## config.mk

```make
export PLATFORM = sky130hd
export DESIGN_NAME = jtpopeye_romarb
export DESIGN_NICKNAME = d
export VERILOG_FILES = /design/src/rtl/jtpopeye_pkg.sv /design/src/rtl/jtpopeye_romarb_slot.sv /design/src/rtl/jtpopeye_romarb.sv
export SDC_FILE = /design/constraint.sdc
export NUM_CORES = 1
export LEC_CHECK = 0
export CORE_MARGIN = 1
export CORE_UTILIZATION = 40
export CTS_BUF_LIST = sky130_fd_sc_hd__clkbuf_16
export CTS_CLUSTER_DIAMETER = 100
export DETAILED_ROUTE_END_ITERATION = 16
export HOLD_SLACK_MARGIN = 0.15
export PLACE_DENSITY = 0.76
export SKIP_CTS_REPAIR_TIMING = 1
export SLEW_MARGIN = 30
export SYNTH_ARGS = -nofsm -noshare
export SYNTH_HDL_FRONTEND = slang
export SYNTH_HIERARCHICAL = 1
export SYNTH_SLANG_ARGS = --single-unit
```

## constraint.sdc

```tcl
create_clock -name clk -period 3.9 [get_ports clk]
set_clock_uncertainty 0.15 [all_clocks]
set_input_delay 0.585 -clock clk [delete_from_list [all_inputs] [get_ports clk]]
set_output_delay 0.585 -clock clk [all_outputs]
set_load 0.01 [all_outputs]
```

## src/rtl/jtpopeye_pkg.sv

```systemverilog
// Shared definitions for the Popeye ROM arbiter: FSM states, requester
// indices, default SDRAM word bases and the word-address helper.
package jtpopeye_pkg;

   typedef enum logic [2:0] {
      ST_IDLE  = 3'd0,
      ST_REQ   = 3'd1,
      ST_WAIT  = 3'd2,
      ST_REQ2  = 3'd3,
      ST_WAIT2 = 3'd4
   } state_t;

   localparam logic [1:0] REQ_CPU = 2'd0;
   localparam logic [1:0] REQ_BG  = 2'd1;
   localparam logic [1:0] REQ_OBJ = 2'd2;

   localparam logic [21:0] DEF_CPU_OFFSET  = 22'h00_0000;
   localparam logic [21:0] DEF_BG_OFFSET   = 22'h00_4000;
   localparam logic [21:0] DEF_OBJ0_OFFSET = 22'h00_6000;
   localparam logic [21:0] DEF_OBJ1_OFFSET = 22'h00_8000;

   localparam int WAIT_W = 3;

   // 22-bit wrap-around sum of a region base and a zero-extended word offset
   function automatic logic [21:0] word_addr(input logic [21:0] base, input logic [13:0] off);
      return base + {8'd0, off};
   endfunction

endpackage

```

## src/rtl/jtpopeye_romarb_slot.sv

```systemverilog
// One-entry tagged cache for a single ROM requester: tag, valid bit,
// one or two data words, and the pending/ok decode.
module jtpopeye_romarb_slot
   import jtpopeye_pkg::*;
#(
   parameter int AW    = 12,
   parameter int WORDS = 1
)(
   input  logic                 clk,
   input  logic                 rst_n,
   input  logic                 i_cs,
   input  logic [AW-1:0]        i_addr,
   input  logic                 i_grant,
   input  logic                 i_store,
   input  logic                 i_beat,
   input  logic                 i_done,
   input  logic [15:0]          i_din,
   output logic                 o_pend,
   output logic                 o_ok,
   output logic [16*WORDS-1:0]  o_data
);

   logic                r_valid;
   logic [AW-1:0]       r_tag;
   logic [16*WORDS-1:0] r_data;
   logic                w_hit;

   assign w_hit  = r_valid && (r_tag == i_addr);
   assign o_pend = i_cs && !w_hit;
   assign o_ok   = i_cs && w_hit;
   assign o_data = r_data;

   // Tag is captured at grant; data lands under that tag even if the requester moved on
   always_ff @(posedge clk or negedge rst_n) begin
      if (!rst_n) begin
         r_valid <= 1'b0;
         r_tag   <= '0;
         r_data  <= '0;
      end else begin
         if (i_grant) begin
            r_tag   <= i_addr;
            r_valid <= 1'b0;
         end else if (i_done) begin
            r_valid <= 1'b1;
         end else begin
            r_valid <= r_valid;
         end
         if (i_store) begin
            if (i_beat) r_data[16*WORDS-1 -: 16] <= i_din;
            else        r_data[15:0]             <= i_din;
         end
      end
   end

endmodule

```

## src/rtl/jtpopeye_romarb.sv

```systemverilog
// SDRAM read-port arbiter for CPU, background and object ROMs. Objects win
// by default and hold the port for both planes; a starved CPU is promoted.
module jtpopeye_romarb
   import jtpopeye_pkg::*;
#(
   parameter logic [21:0] CPU_OFFSET  = DEF_CPU_OFFSET,
   parameter logic [21:0] BG_OFFSET   = DEF_BG_OFFSET,
   parameter logic [21:0] OBJ0_OFFSET = DEF_OBJ0_OFFSET,
   parameter logic [21:0] OBJ1_OFFSET = DEF_OBJ1_OFFSET,
   parameter int          CPU_MAXWAIT = 3
)(
   input  logic        clk,
   input  logic        rst_n,
   input  logic        cpu_cs,
   input  logic [14:0] cpu_addr,
   output logic [7:0]  cpu_dout,
   output logic        cpu_ok,
   input  logic        bg_cs,
   input  logic [11:0] bg_addr,
   output logic [15:0] bg_data,
   output logic        bg_ok,
   input  logic        obj_cs,
   input  logic [12:0] obj_addr,
   output logic [15:0] obj_data0,
   output logic [15:0] obj_data1,
   output logic        obj_ok,
   output logic [21:0] sdram_addr,
   output logic        sdram_rd,
   input  logic        sdram_ack,
   input  logic        sdram_rdy,
   input  logic [15:0] sdram_din
);

   localparam logic [WAIT_W-1:0] LP_MAXWAIT = WAIT_W'(CPU_MAXWAIT);

   state_t              r_state;
   logic [1:0]          r_winner;
   logic [21:0]         r_sdram_addr;
   logic                r_sdram_rd;
   logic [WAIT_W-1:0]   r_cpu_wait;

   logic        w_cpu_pend, w_bg_pend, w_obj_pend, w_any_pend;
   logic        w_grant, w_beat, w_beat_done, w_last_beat;
   logic [1:0]  w_win;
   logic [21:0] w_win_addr;
   logic [15:0] w_cpu_word, w_bg_word;
   logic [31:0] w_obj_words;

   assign w_any_pend  = w_cpu_pend || w_bg_pend || w_obj_pend;
   assign w_grant     = (r_state == ST_IDLE) && w_any_pend;
   assign w_beat      = (r_state == ST_REQ2) || (r_state == ST_WAIT2);
   // ack and rdy together while still requesting also completes the beat
   assign w_beat_done = sdram_rdy && ((r_state == ST_WAIT) || (r_state == ST_WAIT2) ||
                        (sdram_ack && ((r_state == ST_REQ) || (r_state == ST_REQ2))));
   assign w_last_beat = w_beat || (r_winner != REQ_OBJ);

   // Winner selection and its first-beat SDRAM address
   always_comb begin
      w_win = REQ_CPU;
      if (w_cpu_pend && (r_cpu_wait == LP_MAXWAIT)) w_win = REQ_CPU;
      else if (w_obj_pend)                          w_win = REQ_OBJ;
      else if (w_bg_pend)                           w_win = REQ_BG;
      else                                          w_win = REQ_CPU;
      case (w_win)
         REQ_OBJ: w_win_addr = word_addr(OBJ0_OFFSET, {1'b0, obj_addr});
         REQ_BG:  w_win_addr = word_addr(BG_OFFSET, {2'b00, bg_addr});
         default: w_win_addr = word_addr(CPU_OFFSET, cpu_addr[14:1]);
      endcase
   end

   jtpopeye_romarb_slot #(.AW(14), .WORDS(1)) u_cpu (
      .clk(clk), .rst_n(rst_n), .i_cs(cpu_cs), .i_addr(cpu_addr[14:1]),
      .i_grant(w_grant && (w_win == REQ_CPU)),
      .i_store(w_beat_done && (r_winner == REQ_CPU)), .i_beat(w_beat),
      .i_done(w_beat_done && w_last_beat && (r_winner == REQ_CPU)), .i_din(sdram_din),
      .o_pend(w_cpu_pend), .o_ok(cpu_ok), .o_data(w_cpu_word)
   );

   jtpopeye_romarb_slot #(.AW(12), .WORDS(1)) u_bg (
      .clk(clk), .rst_n(rst_n), .i_cs(bg_cs), .i_addr(bg_addr),
      .i_grant(w_grant && (w_win == REQ_BG)),
      .i_store(w_beat_done && (r_winner == REQ_BG)), .i_beat(w_beat),
      .i_done(w_beat_done && w_last_beat && (r_winner == REQ_BG)), .i_din(sdram_din),
      .o_pend(w_bg_pend), .o_ok(bg_ok), .o_data(w_bg_word)
   );

   jtpopeye_romarb_slot #(.AW(13), .WORDS(2)) u_obj (
      .clk(clk), .rst_n(rst_n), .i_cs(obj_cs), .i_addr(obj_addr),
      .i_grant(w_grant && (w_win == REQ_OBJ)),
      .i_store(w_beat_done && (r_winner == REQ_OBJ)), .i_beat(w_beat),
      .i_done(w_beat_done && w_last_beat && (r_winner == REQ_OBJ)), .i_din(sdram_din),
      .o_pend(w_obj_pend), .o_ok(obj_ok), .o_data(w_obj_words)
   );

   // Transaction FSM; the object grant stays locked across both plane beats
   always_ff @(posedge clk or negedge rst_n) begin
      if (!rst_n) begin
         r_state      <= ST_IDLE;
         r_winner     <= REQ_CPU;
         r_sdram_addr <= 22'd0;
         r_sdram_rd   <= 1'b0;
      end else begin
         case (r_state)
            ST_IDLE: begin
               if (w_any_pend) begin
                  r_winner     <= w_win;
                  r_sdram_addr <= w_win_addr;
                  r_sdram_rd   <= 1'b1;
                  r_state      <= ST_REQ;
               end
            end
            ST_REQ, ST_REQ2: begin
               if (sdram_ack) begin
                  r_sdram_rd <= 1'b0;
                  r_state    <= w_beat ? ST_WAIT2 : ST_WAIT;
               end
            end
            ST_WAIT, ST_WAIT2: begin
               r_state <= r_state;
            end
            default: begin
               r_state    <= ST_IDLE;
               r_sdram_rd <= 1'b0;
            end
         endcase
         if (w_beat_done) begin
            if (w_last_beat) begin
               r_state    <= ST_IDLE;
               r_sdram_rd <= 1'b0;
            end else begin
               r_state      <= ST_REQ2;
               r_sdram_rd   <= 1'b1;
               r_sdram_addr <= r_sdram_addr - OBJ0_OFFSET + OBJ1_OFFSET;
            end
         end
      end
   end

   // CPU starvation counter: lost grants while the CPU keeps missing
   always_ff @(posedge clk or negedge rst_n) begin
      if (!rst_n) begin
         r_cpu_wait <= '0;
      end else if (!w_cpu_pend) begin
         r_cpu_wait <= '0;
      end else if (w_grant) begin
         if (w_win == REQ_CPU)              r_cpu_wait <= '0;
         else if (r_cpu_wait != LP_MAXWAIT) r_cpu_wait <= r_cpu_wait + WAIT_W'(1);
      end
   end

   assign sdram_addr = r_sdram_addr;
   assign sdram_rd   = r_sdram_rd;
   assign cpu_dout   = cpu_addr[0] ? w_cpu_word[15:8] : w_cpu_word[7:0];
   assign bg_data    = w_bg_word;
   assign obj_data0  = w_obj_words[15:0];
   assign obj_data1  = w_obj_words[31:16];

endmodule

```

==> impl_results.md, run 1 <==
* Max FO, Critical Path at 13
* TritonCTS Buffers at 17
* Die ar. at 0.0163 mm2
* Post-Synthesis Cells at 510
* Post-detailed-route count of antenna-violating nets at 0
* RR Endpoint: u_bg/r_tag[7]$_DFFE_PN0P_
* Final setup viols at 0
* Syn avg cell area at 12.4 um2
* Slew margin rel. at 44.1%
* Largest net degree at the start of global routing at 73
* Final count of hold timing violations at 0
* Yosys top cell by area: dfrtp_1
* Worst Setup End Kind: flop
* HP Class: in2async
* Initial DRC count at 136
* Setup TNS at 0 ps
* Critical-path top delay cell: and3_1
* Synth top area share at 53.8%
* Critical Path AT at 3390 ps
* Fmax at 308 MHz
* Cells along the critical path: clkdlybuf4s50_1 -> xnor2_1 -> nand4_1 -> nor4_2 -> nor2b_1 -> nand2_1 -> nand3b_1 -> inv_1 -> ha_1 -> and3_1 -> mux2_2
* Ys Warns at 6
* Top Ports at 145
* Final Critical Period at 3240 ps
* Syn_nets at 579
* Core area at 0.0153 mm2
* Clk Latency, worst-skew pair at 410 ps
* Port bufs at 144
* FF+latch count, synth at 136
* RSZ-0062 raised after global routing: no
* Cell Rows at 45
* DP HPWL at 10.9 mm
* Worst Path Required at 4050 ps
* Vias per cell at 5.17
* Power per cell area at 762 mW/mm2
* Die width at 128 um
* Post-route cell area at 0.00861 mm2
* Flop-to-flop setup slack at 950 ps
* TritonCTS clock tree: done
* Clock Path Buffers at 2
* Hold slack at 109 ps
* First-pass GRT wire length at 24.5 mm
* Placed Area at 0.00800 mm2
* R2R cell count at 10
* Routed WL per cell at 17.3 um
* Root Driver: clkbuf_16
* Leak at 3.53 nW
* DRC viols at 0
* Routability Congestion at 0.809
* Sequential area share after synthesis at 53.8%
* H-tree depth at 4
* Synth-to-layout area growth at 36.2%
* Pre-antenna DRT Iters at 4
* Total power at 6.57 mW
* Critical Path Start Type: primary input
* Commonest non-fill, non-tap cell in the layout: clkdlybuf4s50_1
* CTS Sinks at 136
* Slew @ Worst Pin at 838 ps
* Count of different cell masters after synthesis at 47
* Layout Nets at 725
* Critical Path Sink: u_bg/r_tag[7]$_DFFE_PN0P_
* Die height at 128 um
* GRT Residual Overflow at 0
* Reg clk slew, reported paths at 60 ps
* Start point of the critical path: cpu_addr[11]
* Placed Cells at 848
* Crit path kind: in2reg
* Mapped cell area at 0.00632 mm2
* CP peak stage delay at 530 ps
* Post-synth EDFFs at 0
* Largest cells by area after synthesis: dfrtp_1 54%, mux2_2 20%, xnor2_1 5.5%
* Commonest cells after routing, fill and taps aside: 143 x clkdlybuf4s50_1, 136 x dfrtp_1, 112 x mux2_2
* N_diodes at 0
* Initial antenna violation count at 0
* Max-slew violation count at 0
* Outcome: finished clean
* Max_cap viols at 0
* Number of global-route vias before repair at 4692
* Routed wire length at 15.2 mm
* Non-filler cells, final at 880
* Worst r2r src: u_cpu/r_tag[10]$_DFFE_PN0P_
* Async set-or-reset flop fraction in the synthesized netlist at 100%
* Via count at 4546
* Layout cell share with drive strength beyond 1 at 25.0%
* Initial Utilization at 41.3%
* VDD IR max at 0.000371 V
* Top FF cell, synth: dfrtp_1
* Final worst-path cycle share at 83.1%
* GR Util All Layers at 19.7%
==> worst min-delay path by stage <==
| stage | to | depth (start not counted) | slack, ps | startpoint |
|---|---|---|---|---|
| after global placement | sdram_addr[21]$_DFF_PN0_ | 1 | 310 | sdram_addr[21]$_DFF_PN0_ |
| final | u_bg/o_data[9]$_DFFE_PN0P_ | 1 | 110 | rst_n |
| after global routing | u_bg/o_data[9]$_DFFE_PN0P_ | 1 | 180 | rst_n |
| after floorplan | r_cpu_wait[0]$_DFFE_PN0P_ | 0 | 140 | rst_n |
| after CTS | u_bg/o_data[9]$_DFFE_PN0P_ | 1 | 140 | rst_n |
| after detailed placement | sdram_addr[6]$_DFFE_PN0P_ | 2 | 320 | sdram_addr[6]$_DFFE_PN0P_ |
==> where the power goes <==
part	total [mW]	leakage, nW	internal (mW)	switching (mW)
clock	1.67	0.298	1.02	0.645
combinational	2.42	1.54	1.46	0.964
sequential	2.48	1.69	2.04	0.436
total	6.57	3.53	4.52	2.05
==> synthesized netlist by cell type (all sizes together) (3+ instances only) <==
cell type / instances
mux2i: 4
buf: 12
xnor2: 40
and2: 4
a22oi: 13
nor2: 27
nand4: 9
mux2: 113
nand2: 24
nor3b: 3
inv: 5
dfrtp: 136
or3: 4
nor3: 5
o21ai: 22
clkbuf: 13
ha: 6
nand3: 11
and3: 3
nor4: 4
a21oi: 23
nor2b: 7
==> logic make-up (layout without fill, tap and decap cells) <==
kind of cell / Yosys count / in the layout / share of synthesized area (%)
DFF: 136 / 136 / 53.8
muxes: 117 / 117 / 20.8
and+or+nand+nor: 113 / 113 / 9.99
AOI/OAI and AO/OA: 67 / 67 / 6.25
xor gates and xnor gates: 41 / 41 / 5.68
buffers and inverters: 30 / 189 / 2.24
adders and majority gates: 6 / 6 / 1.19
==> stage by stage <==
step | setup slack, ps | util [%]
4_1_cts | 638 | 56.2
3_5_place_dp | 259 | 52.2
3_3_place_gp | 355 | 52.2
5_1_grt | 480 | 56.2
6_report | 658 | 56.2
2_1_floorplan | 846 | -
==> worst max-delay path, delay by kind of cell <==
| kind | cells | cell delay, ps |
|---|---|---|
| xor gates and xnor gates | 1 | 140 |
| adders and majority gates | 1 | 160 |
| buffers and inverters | 2 | 620 |
| muxes | 1 | 410 |
| and+or+nand+nor | 6 | 1460 |
==> routing by layer <==
metal  track usage, %  part of all wire (%)
met1             24.7                    44
met2             32.2                    48
met3             5.68                   5.8
met4             7.82                   2.2
met5                0                     0
==> registers in the layout, summed over array words and instances (netlist names), 3 cells and up <==
register      cells
sdram_addr       22
u_cpu/o_data     16
u_bg/r_tag       12
u_obj/r_tag      13
u_obj/o_data     32
u_bg/o_data      16
r_cpu_wait        3
u_cpu/r_tag      14
==> final cells by class <==
type,count,area [um2]
Timing Repair Buffer,152,1520
Tap cell,211,264
Clock inverter,15,188
Fill cell,1259,6700
Clock buffer,17,425
Multi-Input combinational cell,344,2790
Inverter,5,18.8
Sequential cell,136,3400
Power figures use the tool's default switching activity.
==> run 2: changes to the inputs <==
==> constraint.sdc (replaced) <==
create_clock -name clk -period 3 [get_ports clk]
set_clock_uncertainty 0.15 [all_clocks]
set_input_delay 0.45 -clock clk [delete_from_list [all_inputs] [get_ports clk]]
set_output_delay 0.45 -clock clk [all_outputs]
set_load 0.01 [all_outputs]
==> impl_results.md, run 2 (synthesis gave the netlist of run 1 again) <==
* Post-detailed-route count of antenna-violating nets at 0
* Die ar. at 0.0163 mm2
* Top Ports at 145
* Routed wire length at 16.0 mm
* Root Driver: clkbuf_16
* Critical Path AT at 3100 ps
* Largest register FFs at 32
* Max FO, Critical Path at 15
* Non-filler cells, final at 934
* Post-route met1 wirelength at 7.12 mm
* Via count at 4722
* Cell Rows at 45
* Initial Utilization at 41.3%
* Post-route cell area at 0.00907 mm2
* Logic pwr share at 39.2%
* Fmax at 339 MHz
* Critical Path Start Type: primary input
* HP Class: in2async
* Reg clk slew, reported paths at 60 ps
* Largest net degree at the start of global routing at 65
* Commonest cells after routing, fill and taps aside: 142 x clkdlybuf4s50_1, 136 x dfrtp_1, 112 x mux2_2
* Final Critical Period at 2950 ps
* Leak at 3.80 nW
* Synth-to-layout area growth at 43.5%
* Routed WL per cell at 17.2 um
* Sw Ratio at 32.4%
* H-tree depth at 4
* Max-slew violation count at 0
* Final count of hold timing violations at 0
* Vias per cell at 5.06
* Layout cell share with drive strength beyond 1 at 31.8%
* Placed Cells at 900
* First-pass GRT wire length at 26.3 mm
* Initial antenna violation count at 0
* Sequential power share at 38.1%
* Layout Nets at 779
* Port bufs at 144
* Crit path kind: in2reg
* Final worst-path cycle share at 98.2%
* GRT Residual Overflow at 0
* Initial DRC count at 192
* Clock Power Share at 22.7%
* RR Endpoint: u_cpu/r_tag[3]$_DFFE_PN0P_
* Placed Area at 0.00844 mm2
* Die width at 128 um
* GR Util All Layers at 20.9%
* TritonCTS Buffers at 17
* Power per cell area at 935 mW/mm2
* Worst r2r src: u_cpu/r_tag[13]$_DFFE_PN0P_
* Clock Path Buffers at 2
* Slew margin rel. at 57.8%
* Number of global-route vias before repair at 5091
* Clk Latency, worst-skew pair at 420 ps
* Final setup viols at 0
* CTS Sinks at 136
* Core area at 0.0153 mm2
* N_diodes at 0
* Metal2 WL at 7.81 mm
* Worst Setup End Kind: flop
* Max_cap viols at 0
* Routability Congestion at 0.953
* Pre-antenna DRT Iters at 4
* R2R cell count at 11
* Fillers at 1249
* Outcome: finished clean
* Wire length on met3 at 864 um
* TritonCTS clock tree: done
* Commonest non-fill, non-tap cell in the layout: clkdlybuf4s50_1
* Die height at 128 um
* Top routing layer in use: met4
* Flop-to-flop setup slack at 190 ps
* DP HPWL at 12.0 mm
* DRC viols at 0
* VDD IR max at 0.000456 V
* Slew @ Worst Pin at 628 ps
* Switch Pwr at 2.75 mW
* Design internal power at 5.73 mW
* Worst Path Required at 3150 ps
[run 2: how the worst max path moves through the flow]
stage / start / to / slack [ps]
floorplan: cpu_addr[11] / u_obj/r_tag[0]$_DFFE_PN0P_ / 80
global placement: cpu_addr[14] / sdram_addr[10]$_DFFE_PN0P_ / -530
detailed placement: cpu_addr[14] / sdram_addr[10]$_DFFE_PN0P_ / -560
CTS: cpu_addr[14] / sdram_addr[10]$_DFFE_PN0P_ / -130
global route: cpu_addr[7] / u_cpu/r_tag[9]$_DFFE_PN0P_ / -40
finish: cpu_addr[14] / u_cpu/r_tag[3]$_DFFE_PN0P_ / 50
[run 2: metal layers]
metal | track usage [%] | vias to the layer above
met2 | 34.6 | 135
met4 | 6.51 | 0
met5 | 0 | -
li1 | - | 2224
met3 | 5.97 | 19
met1 | 26.5 | 2344
[run 2: worst max-delay path: stages]
cell	delay (ps)
clkdlybuf4s50_1	560
xnor2_2	150
nand3_1	140
nor4_4	390
nor2b_2	110
nand2_1	110
nand3b_1	170
buf_4	190
ha_1	200
and3_1	180
buf_12	160
mux2_2	280
[run 2: cell type report]
class / count / area, um2 / share of cell area [%]
repair buffers: 206 / 1980 / 21.9
inverters: 5 / 18.8 / 0.207
multi-input cells: 344 / 2860 / 31.5
clock buffers: 17 / 425 / 4.69
clock inverters: 15 / 115 / 1.27
well taps: 211 / 264 / 2.91
flip-flops and latches: 136 / 3400 / 37.5
[run 2: power by group through the flow]
stage	combinational [mW]	sequential, mW	clock, mW
after floorplan	1.64	3.28	0
after global placement	3.20	3.19	0
after detailed placement	3.31	3.25	0
after CTS	3.32	3.23	1.96
after global routing	3.59	3.35	2.05
final	3.33	3.23	1.93
[run 2: metrics by stage]
step	hold WS, ps	TNS [ps]	power, mW	setup slack, ps	utilization [%]
6_report	334	0	8.48	53.5	59.2
5_1_grt	365	-524	8.98	-44.6	59.2
2_1_floorplan	4.41	0	4.92	81.5	-
4_1_cts	-225	-1200	8.51	-133	58.6
3_5_place_dp	225	-27360	6.56	-565	55.1
3_3_place_gp	222	-24990	6.39	-529	55.1
==> run 3: changes to the inputs <==
--- a/config.mk
+++ b/config.mk
@@ -11,7 +11,7 @@
 export CTS_CLUSTER_DIAMETER = 100
 export DETAILED_ROUTE_END_ITERATION = 16
 export HOLD_SLACK_MARGIN = 0.15
-export PLACE_DENSITY = 0.76
+export PLACE_DENSITY = 0.66
 export SKIP_CTS_REPAIR_TIMING = 1
 export SLEW_MARGIN = 30
 export SYNTH_ARGS = -nofsm -noshare
==> impl_results.md, run 3 (synthesis gave the netlist of run 1 again) <==
* Outcome: finished clean
* Crit path max-delay family: buffers and inverters
* Max-slew violation count at 0
* Logic pwr share at 39.0%
* Register area at 0.00340 mm2
* Design internal power at 6.02 mW
* Number of global-route vias before repair at 4971
* Area of the multi-input gates at 0.00283 mm2
* Setup TNS at 0 ps
* Worst r2r src: u_obj/r_tag[12]$_DFFE_PN0P_
* Core area at 0.0153 mm2
* R2R cell count at 12
* Leak at 3.94 nW
* Top Ports at 145
* Largest net degree at the start of global routing at 73
* GRT Residual Overflow at 0
* Clock Path Buffers at 2
* VDD IR max at 0.000521 V
* First-pass GRT wire length at 26.2 mm
* Power per cell area at 953 mW/mm2
* Final WS setup at 187 ps
* GR Util All Layers at 21.1%
* Post-detailed-route count of antenna-violating nets at 0
* Initial antenna violation count at 0
* Post-route cell area at 0.00918 mm2
* Clk Latency, worst-skew pair at 410 ps
* Slew @ Worst Pin at 584 ps
* RSZ-0062 raised after global routing: no
* Sw Ratio at 31.2%
* H-tree depth at 4
* Die ar. at 0.0163 mm2
* Final Critical Period at 2810 ps
* Routed WL per cell at 17.4 um
* Root Driver: clkbuf_16
* Die height at 128 um
* TritonCTS clock tree: done
* Crit path kind: in2reg
* Critical Path AT at 2970 ps
* Placed Cells at 902
* Vias per cell at 5.02
* Fmax at 355 MHz
* Cell Rows at 45
* Initial Utilization at 41.3%
* Min-delay src: cpu_addr[12]
* Routability Congestion at 0.808
* Routed wire length at 16.3 mm
* CTS Sinks at 136
* Final worst-path cycle share at 93.8%
* Hold slack at 331 ps
* Critical Path Start Type: primary input
* Final setup viols at 0
* Placed Area at 0.00849 mm2
* Die width at 128 um
* Largest register FFs at 32
* Layout cell share with drive strength beyond 1 at 30.9%
* TritonCTS Buffers at 17
* Worst Setup End Kind: flop
* Worst Hold End: u_cpu/r_tag[11]$_DFFE_PN0P_
* Switch Pwr at 2.73 mW
* Port bufs at 144
* Flop-to-flop setup slack at 270 ps
* Max FO, Critical Path at 13
* Slew margin rel. at 60.8%
* Sequential power share at 36.7%
* Final count of hold timing violations at 0
* Commonest cells after routing, fill and taps aside: 137 x clkdlybuf4s50_1, 136 x dfrtp_1, 112 x mux2_2
* Commonest non-fill, non-tap cell in the layout: clkdlybuf4s50_1
* Via count at 4701
* Clock Power Share at 24.2%
* N_diodes at 0
* Fillers at 1284
* DP HPWL at 12.0 mm
* Layout Nets at 782
* Pre-antenna DRT Iters at 4
* CP peak stage delay at 520 ps
* WHS Path Cells at 2
* Worst path bufs/invs at 3
* Max_cap viols at 0
* DP Worst Slack at -337 ps
* Initial DRC count at 227
* Synth-to-layout area growth at 45.1%
* Cells along the critical path: clkdlybuf4s50_1 -> xnor2_1 -> nand4_1 -> nor4_2 -> buf_4 -> nor2b_1 -> nand3b_1 -> ha_1 -> buf_4 -> nor2b_1 -> a21oi_1 -> o22ai_1 -> a31o_2
* Worst Path Required at 3150 ps
* Non-filler cells, final at 937
* Critical-path top delay cell: clkdlybuf4s50_1
* RR Endpoint: sdram_addr[13]$_DFF_PN0_
* DRC viols at 0
* Reg clk slew, reported paths at 60 ps
* HP Class: in2reg
==> run 3: changes by cell type in the layout (fill, tap and decap cells not counted), sizes merged <==
| cell | previous run | this run |
|---|---|---|
| clkinv | 3 | 7 |
| dlymetal6s2s | 1 | 6 |
| inv | 12 | 7 |
| clkinvlp | 5 | 3 |
| clkdlybuf4s50 | 142 | 137 |
| buf | 62 | 65 |
| bufinv | 0 | 3 |
==> run 3: final cells by class <==
type	count	area share, %
Timing Repair Buffer	209	22.4
Inverter	5	0.205
Multi-Input combinational cell	344	30.8
Clock buffer	17	4.64
Clock inverter	15	1.94
Sequential cell	136	37.1
Tap cell	211	2.88
==> run 3: worst max path at each step <==
stage	startpoint	endpoint	slack (ps)	cells past startpoint
after detailed placement	cpu_addr[3]	sdram_addr[13]$_DFF_PN0_	-340	13
after global placement	bg_addr[2]	sdram_addr[0]$_DFFE_PN0P_	-230	12
final	obj_addr[9]	sdram_addr[13]$_DFF_PN0_	190	13
after floorplan	cpu_addr[11]	u_obj/r_tag[0]$_DFFE_PN0P_	80	12
after CTS	bg_addr[5]	bg_ok	-70	7
after global routing	obj_addr[6]	sdram_addr[13]$_DFF_PN0_	20	13
==> run 3: through the flow <==
step | power [mW] | util [%]
final | 8.75 | 59.9
after global routing | 9.24 | 59.9
after CTS | 8.74 | 59.4
after detailed placement | 6.59 | 55.5
after global placement | 6.45 | 55.5
after floorplan | 4.92 | -
==> run 3: metal layers <==
layer	routed length, um	vias up	global-route usage, %	share of wire (%)
met5	0	-	0	0
met4	179	0	5.61	1.1
met3	718	11	4.88	4.4
met2	8080	120	35.4	50
met1	7280	2351	27.3	45
li1	-	2219	-	-
==> run 3: power groups by stage <==
stage | sequential [mW] | clock [mW] | combinational [mW]
2_1_floorplan | 3.28 | 0 | 1.64
4_1_cts | 3.20 | 2.16 | 3.39
3_3_place_gp | 3.18 | 0 | 3.27
5_1_grt | 3.32 | 2.24 | 3.67
6_report | 3.21 | 2.12 | 3.41
3_5_place_dp | 3.22 | 0 | 3.37
